==> config.mk <==
export PLATFORM = sky130hd
export DESIGN_NAME = weight_fetch_sequencer
export DESIGN_NICKNAME = d
export VERILOG_FILES = /design/src/rtl/weight_fetch_sequencer.sv
export SDC_FILE = /design/constraint.sdc
export NUM_CORES = 1
export LEC_CHECK = 0
export CORE_MARGIN = 2
export CORE_UTILIZATION = 50
export DETAILED_ROUTE_END_ITERATION = 7
export PLACE_DENSITY_LB_ADDON = 0.08
export SYNTH_ARGS = -nofsm -noshare
export SYNTH_HDL_FRONTEND = slang
export SYNTH_SLANG_ARGS = --single-unit
export TNS_END_PERCENT = 100
==> constraint.sdc <==
create_clock -name clk -period 5.2 [get_ports clk]
set_input_delay 0.52 -clock clk [delete_from_list [all_inputs] [get_ports clk]]
set_output_delay 0.52 -clock clk [all_outputs]
set_load 0.1 [all_outputs]
==> src/rtl/weight_fetch_sequencer.sv <==
// -----------------------------------------------------------------------------
// weight_fetch_sequencer
//
// Owns the single port of one neuron's weight BRAM. There are two jobs:
//   * While idle, host weight-load writes are forwarded into the BRAM, one per
//     cycle. Writes aimed past the last weight word are accepted but dropped.
//   * On start, every weight 0..DEPTH-1 is read in address order. Each word is
//     streamed to the MAC over a valid/ready handshake through a 2-entry FIFO.
//
// The BRAM samples its port on the falling edge. A read issued at rising edge
// E therefore has its data on bram_do at edge E+1.
//
// Ports
//   clk, rst_n            clock (rising edge) / asynchronous active-low reset
//   start                 begin a fetch pass (honoured in idle only)
//   busy, done            not idle / one-cycle pass-complete pulse
//   load_valid/ready      host write handshake; ready = idle & ~start
//   load_addr, load_data  host write address / data
//   bram_en/we/addr/di    registered BRAM port controls
//   bram_do               BRAM read data
//   w_data, w_index       head of the output FIFO and its weight address
//   w_valid, w_last       FIFO not empty / head is the last weight
//   w_ready               MAC accepts the head word this cycle
// -----------------------------------------------------------------------------
module weight_fetch_sequencer #(
    parameter int DEPTH  = 28,
    parameter int ADDR_W = 5,
    parameter int DATA_W = 16
) (
    input  logic              clk,
    input  logic              rst_n,
    input  logic              start,
    output logic              busy,
    output logic              done,
    input  logic              load_valid,
    output logic              load_ready,
    input  logic [ADDR_W-1:0] load_addr,
    input  logic [DATA_W-1:0] load_data,
    output logic              bram_en,
    output logic              bram_we,
    output logic [ADDR_W-1:0] bram_addr,
    output logic [DATA_W-1:0] bram_di,
    input  logic [DATA_W-1:0] bram_do,
    output logic [DATA_W-1:0] w_data,
    output logic [ADDR_W-1:0] w_index,
    output logic              w_valid,
    output logic              w_last,
    input  logic              w_ready
);

    typedef enum logic [1:0] {
        ST_IDLE  = 2'd0,
        ST_FETCH = 2'd1,
        ST_DRAIN = 2'd2,
        ST_DONE  = 2'd3
    } state_t;

    localparam logic [ADDR_W:0]   DEPTH_CNT = (ADDR_W+1)'(DEPTH);
    localparam logic [ADDR_W:0]   LAST_CNT  = (ADDR_W+1)'(DEPTH - 1);
    localparam logic [ADDR_W-1:0] LAST_IDX  = ADDR_W'(DEPTH - 1);

    state_t            state_reg;
    // One bit wider than the address so it never wraps at DEPTH.
    logic [ADDR_W:0]   issue_cnt_reg;
    logic              inflight_reg;
    logic [1:0]        count_reg;
    logic              rd_ptr_reg;
    logic              wr_ptr_reg;

    logic              bram_en_reg;
    logic              bram_we_reg;
    logic [ADDR_W-1:0] bram_addr_reg;
    logic [DATA_W-1:0] bram_di_reg;

    logic [DATA_W-1:0] entry_data [2];
    logic [ADDR_W-1:0] entry_idx  [2];

    logic              push;
    logic              pop;
    logic [2:0]        occ_after_pop;
    logic              issue;
    logic [1:0]        count_next;
    logic              load_in_range;
    logic              fifo_clear;

    // Reads return exactly one edge after issue, so a pending read is always
    // consumed at the very next edge. Its index is still on bram_addr_reg then,
    // because the address register only changes when a new access is issued.
    assign push          = inflight_reg;
    assign pop           = w_valid & w_ready;
    assign occ_after_pop = {1'b0, count_reg} + {2'b00, inflight_reg} - {2'b00, pop};
    // Only issue if the word can be guaranteed a FIFO slot when it lands.
    assign issue         = (state_reg == ST_FETCH) && (occ_after_pop < 3'd2);
    assign count_next    = count_reg + {1'b0, push} - {1'b0, pop};
    assign load_in_range = ({1'b0, load_addr} < DEPTH_CNT);
    assign fifo_clear    = (state_reg == ST_IDLE) && start;

    assign load_ready = (state_reg == ST_IDLE) && !start;
    assign busy       = (state_reg != ST_IDLE);
    assign done       = (state_reg == ST_DONE);

    assign bram_en   = bram_en_reg;
    assign bram_we   = bram_we_reg;
    assign bram_addr = bram_addr_reg;
    assign bram_di   = bram_di_reg;

    // ---------------------------------------------------------------- FIFO
    genvar gi;
    generate
        for (gi = 0; gi < 2; gi++) begin : g_fifo
            logic [DATA_W-1:0] data_reg;
            logic [ADDR_W-1:0] idx_reg;

            always_ff @(posedge clk or negedge rst_n) begin
                if (!rst_n) begin
                    data_reg <= '0;
                    idx_reg  <= '0;
                end else if (push && (wr_ptr_reg == 1'(gi))) begin
                    data_reg <= bram_do;
                    idx_reg  <= bram_addr_reg;
                end
            end

            assign entry_data[gi] = data_reg;
            assign entry_idx[gi]  = idx_reg;
        end
    endgenerate

    always_ff @(posedge clk or negedge rst_n) begin
        if (!rst_n) begin
            count_reg  <= '0;
            rd_ptr_reg <= 1'b0;
            wr_ptr_reg <= 1'b0;
        end else if (fifo_clear) begin
            count_reg  <= '0;
            rd_ptr_reg <= 1'b0;
            wr_ptr_reg <= 1'b0;
        end else begin
            count_reg <= count_next;
            if (push) begin
                wr_ptr_reg <= ~wr_ptr_reg;
            end
            if (pop) begin
                rd_ptr_reg <= ~rd_ptr_reg;
            end
        end
    end

    assign w_valid = (count_reg != 2'd0);
    assign w_data  = entry_data[rd_ptr_reg];
    assign w_index = entry_idx[rd_ptr_reg];
    assign w_last  = w_valid && (w_index == LAST_IDX);

    // ----------------------------------------------------------------- FSM
    always_ff @(posedge clk or negedge rst_n) begin
        if (!rst_n) begin
            state_reg     <= ST_IDLE;
            issue_cnt_reg <= '0;
            inflight_reg  <= 1'b0;
            bram_en_reg   <= 1'b0;
            bram_we_reg   <= 1'b0;
            bram_addr_reg <= '0;
            bram_di_reg   <= '0;
        end else begin
            // Strobes are single-cycle unless an access is issued below.
            bram_en_reg  <= 1'b0;
            bram_we_reg  <= 1'b0;
            inflight_reg <= 1'b0;

            case (state_reg)
                ST_IDLE: begin
                    if (start) begin
                        // The start edge doubles as the issue of address 0 so
                        // the first word is presented one cycle later.
                        bram_en_reg   <= 1'b1;
                        bram_addr_reg <= '0;
                        inflight_reg  <= 1'b1;
                        issue_cnt_reg <= (ADDR_W+1)'(1);
                        state_reg     <= (DEPTH == 1) ? ST_DRAIN : ST_FETCH;
                    end else if (load_valid && load_in_range) begin
                        bram_en_reg   <= 1'b1;
                        bram_we_reg   <= 1'b1;
                        bram_addr_reg <= load_addr;
                        bram_di_reg   <= load_data;
                    end
                end

                ST_FETCH: begin
                    if (issue) begin
                        bram_en_reg   <= 1'b1;
                        bram_addr_reg <= issue_cnt_reg[ADDR_W-1:0];
                        inflight_reg  <= 1'b1;
                        issue_cnt_reg <= issue_cnt_reg + 1'b1;
                        if (issue_cnt_reg == LAST_CNT) begin
                            state_reg <= ST_DRAIN;
                        end
                    end
                end

                ST_DRAIN: begin
                    // Leave as the last word is accepted, not one cycle later.
                    if (count_next == 2'd0) begin
                        state_reg <= ST_DONE;
                    end
                end

                ST_DONE: begin
                    state_reg <= ST_IDLE;
                end

                default: begin
                    state_reg <= ST_IDLE;
                end
            endcase
        end
    end

endmodule

# Word level (Yosys, flattened, before mapping)
# Index checks and enable logic that the tools add are counted.
op_classes:
  n_bitwise: 5
  n_mux: 31
  eq_ne: 10
  magnitude_cmp: 3
  add_sub_neg: 5
  reduce_logical: 19
op_table:
  columns: ["op", "count"]
  rows:
  - ["$mux W16", 3]
  - ["$mux W5", 6]
  - ["$mux W6", 2]
  - ["$pmux W6 S2", 1]
  - ["$mux W1", 10]
  - ["$mux W2", 5]
  - ["$pmux W5 S2", 1]
  - ["$reduce_bool A2 Y1", 5]
  - ["$reduce_and A3 Y1", 3]
  - ["$pmux W2 S4", 1]
  - ["$logic_and A1 B1 Y1", 7]
  - ["$add A6 B1 Y6 const B", 1]
  - ["$eq A6 B5 Y1 const B", 1]
  - ["$ne A2 B2 Y1 const B", 3]
  - ["$eq A5 B5 Y1 const B", 1]
  - ["$lt A5 B5 Y1 const B", 1]
  - ["$eq A2 B2 Y1 const B", 2]
  - ["$logic_not A2 Y1", 2]
  - ["$pmux W1 S2", 2]
  - ["$reduce_and A4 Y1", 1]
  - ["$add A2 B1 Y3", 1]
  - ["$lt A3 B2 Y1 const B", 1]
  - ["$ne A3 B2 Y1 const B", 1]
  - ["$not A1 Y1", 3]
  - ["other kinds (9)", 9]
totals:
  inputBits: 42
  word_cells: 87
  regBits: 78
  output_inout_bits: 49

# Depth between registers and ports, before layout
depth:
  depth_word: 7
  ltp_mapped: 12
  depth_no_buf: 11

# Worst setup path after synthesis
# No wires, ideal clock.
synth_timing:
  kind: "reg-to-output"
  startpoint: "register rd_ptr_reg"
  endpoint: "output w_last"
  arrival_time_ns: 3.540
  t_required_ns: 4.680
  path_slack_ns: 1.140
  stages_incl_launch_ff: 5
  path_buffers: 1
  path_cell_list: "dfrtp_1 > buf_2 > mux2_2 > nand4_1 > nor3b_1"
synth_between:
  elab_chain_cells: 6
synth_lines:
  columns: ["element", "line_no", "rtl"]
  rows:
  - ["start: declaration", "67", "logic rd_ptr_reg;"]
  - ["start signal: assignment", "144", "rd_ptr_reg <= ~rd_ptr_reg;"]
  - ["$not A1 Y2 (implied by the code)", "151", "assign w_index = entry_idx[rd_ptr_reg];"]
  - ["$mux W5 (implied by the code) (3 in a row)", "151", null]
  - ["named net w_index[3]", "45", "output logic [ADDR_W-1:0] w_index,"]
  - ["$eq A5 B5 Y1", "152", "assign w_last = w_valid && (w_index == LAST_IDX);"]
  - ["$logic_and A1 B1 Y1", "152", null]
  - ["end: declaration", "47", "output logic w_last,"]
# The timed path passes the listed nets, and every way through them passes these cells. The select of a mux whose other input is x is not followed.

# Worst setup path after layout
layout_timing:
  startpoint: "register rd_ptr_reg"
  endpoint: "output w_last"
layout_between:
  elab_chain_cells: 6
layout_lines:
  columns: ["element", "line_no"]
  rows:
  - ["$not A1 Y2 (implied by the code)", "151"]
  - ["$mux W5 (implied by the code) (3 in a row)", "151"]
  - ["$eq A5 B5 Y1", "152"]
  - ["$logic_and A1 B1 Y1", "152"]
# Every way passes these cells. The select of a mux whose other input is x is not followed.

==> flow_summary.ini <==
[sta]
setup_tns_ns = 0
finalCriticalPeriod_ns = 3.61
slew_headroom_pct = 32.5
hold_viol_final = 0
drv_slew = 0
rsz0062_at_grt = false
tightest_slew_ns = 1.01
setup_violations = 0
fin_hold_ws_ns = 0.327
fin_crit_sh_pct = 69.4
timing.final.ws_setup_ns = 1.59
fmax_mhz = 277
finClkSkew_ns = 0.00551

[logic_synthesis]
async_flop_share_pct = 100
synth.distinct_cells = 37
netlist_instances = 257
netlist_area_um2 = 3530
synthFlopType = dfrtp_1
synth-edff-count = 0
syn_nets = 308
ys_seq_elements = 78
synth_warnings = 0
yosysSeqAreaShare_pct = 55.3
syn_area_per_cell_um2 = 13.7

[final_layout]
syn2layout_area_growth_pct = 34.0
fillers = 511
layout_common_cells = clkdlybuf4s50_1 (89), mux2_2 (86), dfrtp_1 (78)
layoutNonFillerInstCount = 449
final_common_cell = clkdlybuf4s50_1
largest_reg_flops = 32
seq_area_um2 = 1950
antenna_cells = 0
drive_gt1_share_pct = 31.2
final_nets = 399
multi_input_area_um2 = 1500

[die]
core-area_um2 = 6830
pin_count = 91
initial_core_util_pct = 51.7
dieArea_um2 = 7750
die_w_um = 88.0
fp-row-count = 30
die_y_um = 88.0

[detailed_routing]
wl_per_cell_um = 15.2
drtIter0Drc = 55
via_per_inst = 5.16
ant_nets = 0
drc = 0
vias = 2318
firstDrtPassIters = 5
routed_wl_mm = 6.83

[cts]
clkSlewWorstSetupHoldPaths_ns = 0.08
clkSinkCount = 78
ctsHoldBuffers = 0
cts_tree = built
cts_root_buf = clkbuf_8
worstSkewPairLatency_ns = 0.34
h-tree-depth = 3
clockBufferDepth = 2
cts_repair_resize_count = 0
numCtsBuffers = 9
cts_setup_buffers = 0

[global_routing]
antenna_found_initial = 0
grt_pass1_vias = 2309
grt_pass1_wl_mm = 11.3
grt_start_max_net_pins = 79
grt_use_total_pct = 19.0
grt.overflow.total = 0

[placement]
portBuffers = 90
dp_cells = 433
gp_congestion = 0.793
pre_cts_ws_ns = 1.82
dp_hpwl_mm = 4.70

[worst_setup_path]
ff2ff_setup_slack_ns = 1.98
max_stage_delay_ns = 1.16
crit_family = buffers and inverters
path_cells = mux2_2 > nor3b_1 > clkdlybuf4s50_1
cp.arrival_ns = 3.09
worstRegToRegCells = 11
crit_type = reg -> out
r2r-start = count_reg[1]$_DFF_PN0_
cp_max_fo = 22
crit_path_start_kind = flop
r2r_end = issue_cnt_reg[3]$_DFFE_PN0P_
critPathSlowestCell = clkdlybuf4s50_1
cp_num_buf_inv = 1
setup.worst_path.end_class = primary output
worstPathRequired_ns = 4.68

[min_path]
hold_path.class = in -> async

[outcome]
status = finished clean

[flow_run]
maxCapViolCount = 0
==> area by class of cell <==
cell class / instances / share of cell area, %
tap: 96 / 2.54
inverter: 8 / 0.635
clock inverter: 6 / 1.80
sequential: 78 / 41.3
clock buffer: 10 / 2.91
timing repair buffer: 91 / 19.2
multi-input combinational: 160 / 31.7
==> through the flow <==
stage	cell area (um2)	util, %
6_report	4730	69.2
5_1_grt	4730	69.2
4_1_cts	4730	69.2
3_5_place_dp	4510	66.0
3_3_place_gp	4510	66.0
2_1_floorplan	3530	-
==> kinds of logic (layout without fill, tap and decap cells) <==
family | Yosys count | in the layout | synth area share (%)
AOI/OAI and AO/OA | 17 | 17 | 3.40
and+or+nand+nor | 43 | 43 | 6.84
DFF | 78 | 78 | 55.3
xor gates and xnor gates | 4 | 4 | 0.993
buffers and inverters | 19 | 115 | 2.34
muxes | 87 | 87 | 27.7
adders and majority gates | 9 | 9 | 3.40
==> cells in the mapped netlist (2+ instances only) <==
library cell / number / area [um2]
a22o_1: 3 / 26.3
nand2b_1: 2 / 12.5
inv_1: 8 / 30.0
dfrtp_1: 78 / 1950
clkbuf_1: 4 / 15.0
nor2_1: 2 / 7.51
a21oi_1: 3 / 15.0
nand2_1: 17 / 63.8
o31a_1: 2 / 17.5
o21ai_0: 3 / 15.0
mux2_2: 86 / 968
xnor2_1: 3 / 26.3
nand4_1: 2 / 12.5
ha_1: 8 / 100
nand3_1: 5 / 25.0
buf_2: 6 / 30.0
and2_1: 2 / 12.5
o211ai_1: 2 / 15.0
nand3b_1: 3 / 22.5
==> worst max path at each step <==
stage                                start                           end  slack [ns]  cells past startpoint
finish              rd_ptr_reg$_DFFE_PN0P_                        w_last        1.59                      3
global route        rd_ptr_reg$_DFFE_PN0P_                        w_last        1.45                      3
CTS                 rd_ptr_reg$_DFFE_PN0P_                        w_last        1.52                      3
detailed placement                 w_ready  issue_cnt_reg[3]$_DFFE_PN0P_        1.82                     11
global placement                   w_ready  issue_cnt_reg[3]$_DFFE_PN0P_        1.86                     11
floorplan           rd_ptr_reg$_DFFE_PN0P_                        w_last        1.14                      4
==> routing by layer <==
metal  part of all wire (%)  up-vias  wire (um)  track usage (%)
met4                    1.2        0         81             6.61
met1                     44     1171       3030             25.2
met5                      0        -          0                0
met3                    4.3        8        291             4.05
li1                       -     1096          -                -
met2                     50       43       3420             31.1
Power is left out: the tool's default activity adds up to more than one toggle a clock period on the data nets, which glitch-free logic cannot reach.
